<file path="src/rtl/maf_dot_product_sequencer.sv">
// Valid/ready sequencer that drives an external MAF to compute C +/- sum(A_i*B_i).
// Optional macro MAF_SEQ_NAN_STICKY_EN: once the accumulator holds NaN it stays NaN.
module maf_dot_product_sequencer #(
  parameter int unsigned size_mantissa        = 24,
  parameter int unsigned size_exponent        = 8,
  parameter int unsigned size_exception_field = 2,
  parameter int unsigned size                 = size_exponent + size_mantissa +
                                                size_exception_field,
  parameter int unsigned size_len             = 8,
  parameter int unsigned MAF_LATENCY          = 0
) (
  input  logic                clk,
  input  logic                rst,
  input  logic                start,
  input  logic [size_len-1:0] len,
  input  logic [size-1:0]     c_init,
  input  logic                sub,
  input  logic                in_valid,
  output logic                in_ready,
  input  logic [size-1:0]     a_i,
  input  logic [size-1:0]     b_i,
  output logic [size-1:0]     maf_a_o,
  output logic [size-1:0]     maf_b_o,
  output logic [size-1:0]     maf_c_o,
  output logic                maf_sub_o,
  output logic [1:0]          maf_conversion_o,
  input  logic [size-1:0]     maf_result_i,
  output logic                out_valid,
  input  logic                out_ready,
  output logic [size-1:0]     result_o,
  output logic                busy
);

  localparam int unsigned LatW = (MAF_LATENCY > 0) ? $clog2(MAF_LATENCY + 1) : 1;

  typedef enum logic [1:0] {StIdle, StRun, StWait, StDone} state_e;

  state_e              state_q, state_d;
  logic [size-1:0]     acc_q, acc_d;
  logic [size_len-1:0] cnt_q, cnt_d;
  logic                sub_q, sub_d;
  logic [LatW-1:0]     lat_q, lat_d;
  logic [size-1:0]     acc_next;
  logic                capture;

`ifdef MAF_SEQ_NAN_STICKY_EN
  logic acc_is_nan;
  assign acc_is_nan = (acc_q[size-1 -: size_exception_field] == {size_exception_field{1'b1}});
  assign acc_next   = acc_is_nan ? acc_q : maf_result_i;
`else
  assign acc_next = maf_result_i;
`endif

  always_comb begin
    state_d = state_q;
    acc_d   = acc_q;
    cnt_d   = cnt_q;
    sub_d   = sub_q;
    lat_d   = lat_q;
    capture = 1'b0;
    unique case (state_q)
      StIdle: begin
        if (start) begin
          acc_d   = c_init;
          cnt_d   = len;
          sub_d   = sub;
          state_d = (len == '0) ? StDone : StRun;
        end
      end
      StRun: begin
        if (in_valid) begin
          if (MAF_LATENCY == 0) begin
            capture = 1'b1;
          end else begin
            lat_d   = LatW'(MAF_LATENCY);
            state_d = StWait;
          end
        end
      end
      StWait: begin
        lat_d = lat_q - 1'b1;
        if (lat_q == LatW'(1)) capture = 1'b1;
      end
      StDone: begin
        if (out_ready) state_d = StIdle;
      end
      default: state_d = StIdle;
    endcase
    // A capture consumes one pair regardless of which state produced it.
    if (capture) begin
      acc_d   = acc_next;
      cnt_d   = cnt_q - 1'b1;
      state_d = (cnt_q == size_len'(1)) ? StDone : StRun;
    end
  end

  always_ff @(posedge clk) begin
    if (rst) begin
      state_q <= StIdle;
      acc_q   <= '0;
      cnt_q   <= '0;
      sub_q   <= 1'b0;
      lat_q   <= '0;
    end else begin
      state_q <= state_d;
      acc_q   <= acc_d;
      cnt_q   <= cnt_d;
      sub_q   <= sub_d;
      lat_q   <= lat_d;
    end
  end

  generate
    if (MAF_LATENCY == 0) begin : g_comb_operands
      // Gated so the MAF sees zeros whenever no pair can be accepted.
      assign maf_a_o = in_ready ? a_i : '0;
      assign maf_b_o = in_ready ? b_i : '0;
    end else begin : g_reg_operands
      logic [size-1:0] a_q, b_q;
      always_ff @(posedge clk) begin
        if (rst) begin
          a_q <= '0;
          b_q <= '0;
        end else if (state_q == StRun && in_valid) begin
          a_q <= a_i;
          b_q <= b_i;
        end
      end
      assign maf_a_o = a_q;
      assign maf_b_o = b_q;
    end
  endgenerate

  assign in_ready         = (state_q == StRun);
  assign out_valid        = (state_q == StDone);
  assign busy             = (state_q != StIdle);
  assign result_o         = acc_q;
  assign maf_c_o          = acc_q;
  assign maf_sub_o        = sub_q;
  assign maf_conversion_o = 2'b00;

endmodule

</file>
<file path="config.mk">
export PLATFORM = sky130hd
export DESIGN_NAME = maf_dot_product_sequencer
export DESIGN_NICKNAME = d
export VERILOG_FILES = /design/src/rtl/maf_dot_product_sequencer.sv
export SDC_FILE = /design/constraint.sdc
export NUM_CORES = 1
export LEC_CHECK = 0
export ABC_CLOCK_PERIOD_IN_PS = 1700
export CORE_AREA = 2 2 112 114
export DETAILED_ROUTE_END_ITERATION = 10
export DIE_AREA = 0 0 114 116
export PLACE_DENSITY_LB_ADDON = 0.12
export SYNTH_ARGS = -nofsm -noshare
export SYNTH_HDL_FRONTEND = slang
export SYNTH_SLANG_ARGS = --single-unit
</file>
<file path="constraint.sdc">
create_clock -name clk -period 1.7 [get_ports clk]
set_input_delay 0.34 -clock clk [delete_from_list [all_inputs] [get_ports clk]]
set_output_delay 0.34 -clock clk [all_outputs]
set_load 0.05 [all_outputs]
</file>
==> results of run 1 <==
## registers in the layout, indices dropped and copies added (netlist names)
name       count
maf_c_o       34
cnt_q          8
state_q        2
lat_q          1
maf_sub_o      1
## timing repair
action	in CTS	in global routing
gates resized for setup	41	83
cloned	6	4
buffers inserted	9	6
pin swaps	17	37
setup endpoints to repair	89	113
## routing by layer
metal / vias up / GRT usage / part of all wire
met1: 1785 / 0.234 / 0.37
met3: 21 / 0.0445 / 0.060
met4: 0 / 0.0415 / 0.016
met2: 141 / 0.388 / 0.55
li1: 1853 / - / -
met5: - / 0 / 0
## cells in the final DEF (no fill, tap or decap), drive strengths merged, types with 7 or more instances in the layout
cell and count:
clkdlybuf4s50 148, and2 69, ha 7, nor2 42
a311oi 36, a21oi 7, dfxtp 46, buf 177
nand2 82, clkbuf 9
## metrics by stage
step | setup TNS (ps) | power, mW | instances | hold WS [ps]
after detailed placement | -2920 | 5.15 | 789 | 457
after CTS | -5410 | 6.53 | 811 | 468
final | -4810 | 6.71 | 818 | 470
after floorplan | -37.4 | 3.53 | 399 | 476
after global placement | -1830 | 5.12 | 789 | 457
after global routing | -10700 | 6.97 | 818 | 520
## worst paths after layout
| path | from | endpoint | slack (ps) |
|---|---|---|---|
| worst max-delay path | state_q[0]$_SDFFE_PP0P_ | maf_b_o[9] | -80 |
| worst min-delay path | maf_sub_o$_SDFFE_PP0P_ | maf_sub_o$_SDFFE_PP0P_ | 470 |
| worst max register to register | state_q[0]$_SDFFE_PP0P_ | maf_c_o[8]$_SDFFE_PP0P_ | -70 |
| worst min register to register | maf_sub_o$_SDFFE_PP0P_ | maf_sub_o$_SDFFE_PP0P_ | 470 |
## critical path: cells and delay by family, from the launching register on
kind,cells,cell delay [ps]
adder cells (fa/ha/maj),1,190
AND/OR/NAND/NOR,1,200
flip-flops,1,320
buffers and inverters,3,430
## cell families after synthesis
group | after synthesis | synth area share
AOI/OAI and AO/OA | 59 | 0.158
xor gates and xnor gates | 3 | 0.00881
adders and majority gates | 7 | 0.0294
buffers and inverters | 71 | 0.146
DFF | 46 | 0.309
muxes | 1 | 0.00377
other | 1 | 0.00126
and+or+nand+nor | 210 | 0.345
## area by class of cell
class / instances / area, um^2 / share of cell area
inverter: 6 / 26.3 / 0.00348
clock inverter: 1 / 30.0 / 0.00397
timing repair buffer: 329 / 4070 / 0.539
sequential: 46 / 923 / 0.122
multi-input combinational: 283 / 2180 / 0.289
clock buffer: 6 / 139 / 0.0184
tap: 147 / 184 / 0.0243
## report_power, final
group / leakage (nW) / total (mW) / internal (mW) / switching [mW]
combinational: 2.63 / 4.23 / 1.92 / 2.31
sequential: 0.379 / 1.34 / 1.21 / 0.130
clock: 0.0829 / 1.14 / 0.726 / 0.410
==> reports/results.env, run 1 <==
FIRST_GLOBAL_VIAS=3667
HOLD-PATH-CELL-COUNT=2
PERIOD_NEEDED_PS=1780
INITIAL_UTILIZATION=0.250
GRT_MAX_DEGREE=36
SYNTH.CELL_AREA_UM2=2980
YOSYS-TOP-CELLS-COUNT='80 x nand2_1, 69 x and2_1, 46 x dfxtp_1'
CTS_BUFFER_COUNT=5
FINAL.SETUP.WORST_SLACK_PS=-82.0
R2R_CELLS=9
CRITICAL_PATH.SLOWEST_CELL='dfxtp_2'
RUN_STATUS='finished with violations'
POST_SYNTH_EDFFS=0
YS_WARN_COUNT=0
NUMBER_OF_SINKS_DRIVEN_BY_THE_CLOCK_TREE=46
DIE_HEIGHT_UM=116
SETUP.WORST_PATH.START_CLASS='flop'
TIMING.MAX_SLEW.REL_SLACK=0.553
SYNTH.LARGEST_AREA_CELL='dfxtp_1'
DETAILROUTE.VIA_COUNT=3800
GRT_SETUP_UNREPAIRED='true'
POST-ROUTE-CELL-AREA_UM2=7560
CLK_PATH_BUF_DEPTH=2
SYNTHDOMINANTCELLAREASHARE=0.309
WORST_EP_REQUIRED_TIME_PS=1360
DP_AREA_UM2=6540
DIE_AREA_UM2=13200
POST-ROUTE-DRC-COUNT=0
CELLLEAKAGEPOWER_nW=3.09
GRT_FIRST_PASS_WIRELENGTH_MM=20.8
FILLERINSTANCES=944
DESIGN.PORTCOUNT=292
FINALWIRELENGTH_MM=15.1
GRT-OVFL-TOTAL=0
WORST_SETUP_PATH_END_KIND='primary output'
MAX-VDD-IR-DROP_mV=0.422
PLACE_CONGESTION=0.849
CTS_TREE='built'
SYNTH-SEQ-CELLS=46
FINALCOREUTILIZATION=0.635
FMAX_MHz=561
MAX_SLEW.WORST_PIN.SLEW_PS=670
DESIGN.FINAL.NETS=828
CRITICAL_PATH_CLASS='reg -> out'
ANTENNA-DIODE-COUNT=0
ANTENNA_VIOLATIONS_BEFORE_REPAIR=0
MIN-DELAY-PATH-CLASS='reg -> reg'
FIRST_PASS_ITERS=4
DIEWIDTH_UM=114
CRITICAL_PATH_PEAK_FANOUT=35
INSERTION_DELAY_TO_THE_LATER_SINK_OF_THE_WORST_SKEW_PAIR_PS=290
SYNTH_CELLS=398
ANTENNA_VIOLATING_NETS_POST_ROUTE=0
YS_ASYNC_SR_FRACTION=0
COREAREA_UM2=11900
POST_ROUTE_CELLS_DRIVE_ABOVE_1_SHARE=0.486
TIMING.CRITICAL_PATH.SLOWEST_CELL_DELAY_PS=320
CLOCK_TREE.ROOT_CELL='clkbuf_16'
ROW_COUNT=40
DRT_ITER0_MARKERS=150
FINALSETUPVIOLATIONS=90
SYNTHTOPCELLSBYAREA='dfxtp_1 31%, and2_1 14%, a311oi_1 11%'
FAILED_CHECKS='negative setup slack'
FINAL-HOLD-VIOLATION-COUNT=0
LAYOUT_WORST_PATH_CYCLE_SHARE=1.05
CP.ARRIVAL_PS=1440
CTS_MAX_LEVEL=2
VIA_TO_CELL_RATIO=4.65
POST_CTS_HOLD_BUFFER_COUNT=0
SYNTH-MAIN-FF-CELL='dfxtp_1'
DETAILEDPLACE.WORSTSLACK_PS=-135
SYNTH_CELL_TYPES=38
PORT-BUFFER-COUNT=289
SLEW_VIOLATIONS=0
ROUTE.DETAILED.WL_PER_INST_UM=18.4
CRIT_PATH_CELL_TRACE='buf_6, ha_4, buf_16, and2_2, buf_12'
SYNTH_SEQ_AREA_SHARE=0.309
TRACK_USAGE=0.204
MAX_CAPACITANCE_VIOLATION_COUNT=0
LAYOUT-AREA-OVERHEAD-VS-SYNTH_PCT=153
WORST_CLOCK_SKEW_PS=6.67
SYN-MEAN-INSTANCE-AREA_UM2=7.49
MOST_USED_STANDARD_CELL_BY_INSTANCE_COUNT_AFTER_SYNTHESIS='nand2_1'
CLOCK_EDGE_TRANSITION_AT_THE_REGISTERS_ON_THE_REPORTED_SETUP_AND_HOLD_PATHS_PS=60
P_PER_AREA_nW_PER_UM2=887
DP_HPWL_MM=10.9
Power figures use the tool's default switching activity.
==> run 2, diff against run 1 <==
MAX_ROUTING_LAYER = met4   (was default)
==> reports/results.env, run 2 (synthesis results as in run 1) <==
RR_ENDPOINT='maf_c_o[14]$_SDFFE_PP0P_'
REG2REG_SETUP_SLACK_PS=-100  # -30 ps
ANTENNA_VIOLATIONS_BEFORE_REPAIR=0  # unchanged
LAYOUT_WORST_PATH_CYCLE_SHARE=1.06  # +0.00923
FINALCOREUTILIZATION=0.638  # +0.00305
CRITICAL_PATH_CLASS='reg -> reg'
FAILED_CHECKS='negative setup slack'
INSERTION_DELAY_TO_THE_LATER_SINK_OF_THE_WORST_SKEW_PAIR_PS=290  # about the same
P_PER_AREA_nW_PER_UM2=884  # -0.34%
CP.ARRIVAL_PS=2000  # +560 ps
CLK_PATH_BUF_DEPTH=2  # unchanged
FIN_TOTAL_PWR_mW=6.72  # +0.14%
GRT_FIRST_PASS_WIRELENGTH_MM=20.8  # -0.13%
DETAILROUTE.VIA_COUNT=3862  # +1.6%
R2R_CELLS=10  # +1
MAX-VDD-IR-DROP_mV=0.435  # +3.3%
FIRST_PASS_ITERS=4  # unchanged
DRT_ITER0_MARKERS=188  # +25%
GRT_MAX_DEGREE=36  # unchanged
DESIGN.FINAL.NETS=827  # -0.12%
FMAX_MHz=556  # -0.87%
PERIOD_NEEDED_PS=1800  # +15.7 ps
POST-ROUTE-DRC-COUNT=0  # unchanged
MAX_SLEW.WORST_PIN.SLEW_PS=678  # +7.77 ps
COREAREA_UM2=11900  # unchanged
FINALWIRELENGTH_MM=15.1  # about the same
DETAILEDPLACE.WORSTSLACK_PS=-135  # unchanged
WORST_SETUP_PATH_END_KIND='flop'
WORSTHOLDSTART='maf_sub_o$_SDFFE_PP0P_'
DP_AREA_UM2=6540  # unchanged
DIE_AREA_UM2=13200  # unchanged
GLOBALROUTEMET1UTIL=0.234  # +0.000317
ROW_COUNT=40  # unchanged
DESIGN.PORTCOUNT=292  # unchanged
CTS_TREE='built'
GRT_SETUP_UNREPAIRED='true'
DIE_HEIGHT_UM=116  # unchanged
POST-ROUTE-CELL-AREA_UM2=7600  # +0.48%
TIMING.SETUP.TNS_PS=-4970  # -158 ps
FINAL-HOLD-VIOLATION-COUNT=0  # unchanged
CLOCK_TREE.ROOT_CELL='clkbuf_16'
WORST_EP_REQUIRED_TIME_PS=1900  # +540 ps
FILLERINSTANCES=957  # +1.4%
ANTENNA_VIOLATING_NETS_POST_ROUTE=0  # unchanged
SETUP.WORST_PATH.START_CLASS='flop'
WORSTREG2REGSTART='state_q[0]$_SDFFE_PP0P_'
DP_HPWL_MM=10.9  # unchanged
WHS_ENDPOINT='maf_sub_o$_SDFFE_PP0P_'
SLEW_VIOLATIONS=0  # unchanged
MIN-DELAY-PATH-CLASS='reg -> reg'
CELLLEAKAGEPOWER_nW=3.08  # -0.51%
FINAL_CELL_MIX='148 x clkdlybuf4s50_1, 81 x buf_12, 81 x buf_4'
MET3_USAGE=0.0424  # -0.00209
DIEWIDTH_UM=114  # unchanged
PORT-BUFFER-COUNT=289  # unchanged
VIA_TO_CELL_RATIO=4.73  # +1.8%
INITIAL_UTILIZATION=0.250  # unchanged
TIMING.MAX_SLEW.REL_SLACK=0.548  # -0.00518
NUMBER_OF_FLIP_FLOPS_IN_THE_LARGEST_REGISTER=34  # unchanged
LAYOUT-AREA-OVERHEAD-VS-SYNTH_PCT=155
LAYOUT_COMMONEST_CELL='clkdlybuf4s50_1'
ROUTE.DETAILED.WL_PER_INST_UM=18.5  # +0.18%
GROUTE.LAYER.MET2.USAGE=0.388  # unchanged
FIRST_GLOBAL_VIAS=3669  # +0.055%
CRITICAL_PATH_PEAK_FANOUT=7  # -80%
PLACE_CONGESTION=0.862  # +1.6%
GRT-OVFL-TOTAL=0  # unchanged
CTS_BUFFER_COUNT=5  # unchanged
TRACK_USAGE=0.210  # +0.00590
GRT-BUSIEST-LAYER='met2'
POST_ROUTE_CELLS_DRIVE_ABOVE_1_SHARE=0.500  # +0.0142
RUN_STATUS='finished with violations'
MAX_CAPACITANCE_VIOLATION_COUNT=0  # unchanged
CLOCK_EDGE_TRANSITION_AT_THE_REGISTERS_ON_THE_REPORTED_SETUP_AND_HOLD_PATHS_PS=70  # about the same
WORST_CLOCK_SKEW_PS=8.12  # +1.45 ps
CTS_MAX_LEVEL=2  # unchanged
HOLD-PATH-CELL-COUNT=2  # unchanged
FINALSETUPVIOLATIONS=92  # +2.2%
FINAL.SETUP.WORST_SLACK_PS=-97.7  # -15.7 ps
NUMBER_OF_SINKS_DRIVEN_BY_THE_CLOCK_TREE=46  # unchanged
ANTENNA-DIODE-COUNT=0  # unchanged
## run 2: repair_timing
action / in CTS / in global routing
resized for setup: 41 / 91
gates cloned: 6 / 3
setup endpoints to repair: 89 / 113
buffers inserted: 9 / 6
hold buffers: 0 / 0
pin swaps: 17 / 40
## run 2: area by class of cell
type | instances | area [um^2] | area share
clock inverters | 1 | 30.0 | 0.00395
inverters | 6 | 26.3 | 0.00346
well taps | 147 | 184 | 0.0242
multi-input cells | 282 | 2230 | 0.294
clock buffers | 6 | 139 | 0.0183
repair buffers | 329 | 4060 | 0.535
flip-flops and latches | 46 | 923 | 0.122
## run 2: per-stage QoR
step,std cells,hold WS [ps]
2_1_floorplan,399,476
3_5_place_dp,789,457
5_1_grt,817,520
6_report,817,466
4_1_cts,811,468
3_3_place_gp,789,457
## run 2: worst max-delay path by stage
stage	start	endpoint	slack [ps]	cells past startpoint
global placement	start	maf_c_o[29]$_SDFFE_PP0P_	-70	6
CTS	state_q[0]$_SDFFE_PP0P_	maf_b_o[0]	-100	5
finish	state_q[0]$_SDFFE_PP0P_	maf_c_o[14]$_SDFFE_PP0P_	-100	10
floorplan	state_q[1]$_SDFFE_PP0P_	maf_b_o[13]	-30	5
global route	state_q[0]$_SDFFE_PP0P_	busy	-160	5
detailed placement	start	maf_c_o[23]$_SDFFE_PP0P_	-140	6
## run 2: report_power, final
part	internal [mW]	switching [mW]
combinational	1.92	2.32
clock	0.726	0.410
sequential	1.21	0.130
total	3.86	2.86
## run 2: worst max-delay path, cell delays in order, from the launching register on
cell and delay, ps:
dfxtp_2 320, buf_6 110, ha_4 190, buf_6 130, a22o_4 250, nand2_8 130
buf_12 120, buf_12 140, buf_12 110, nor2_2 30, a311oi_2 180
## run 2: per-layer routing
layer,part of all wire,vias up
met4,0.018,0
met1,0.37,1836
met5,0,-
met2,0.55,156
met3,0.059,25
li1,-,1845
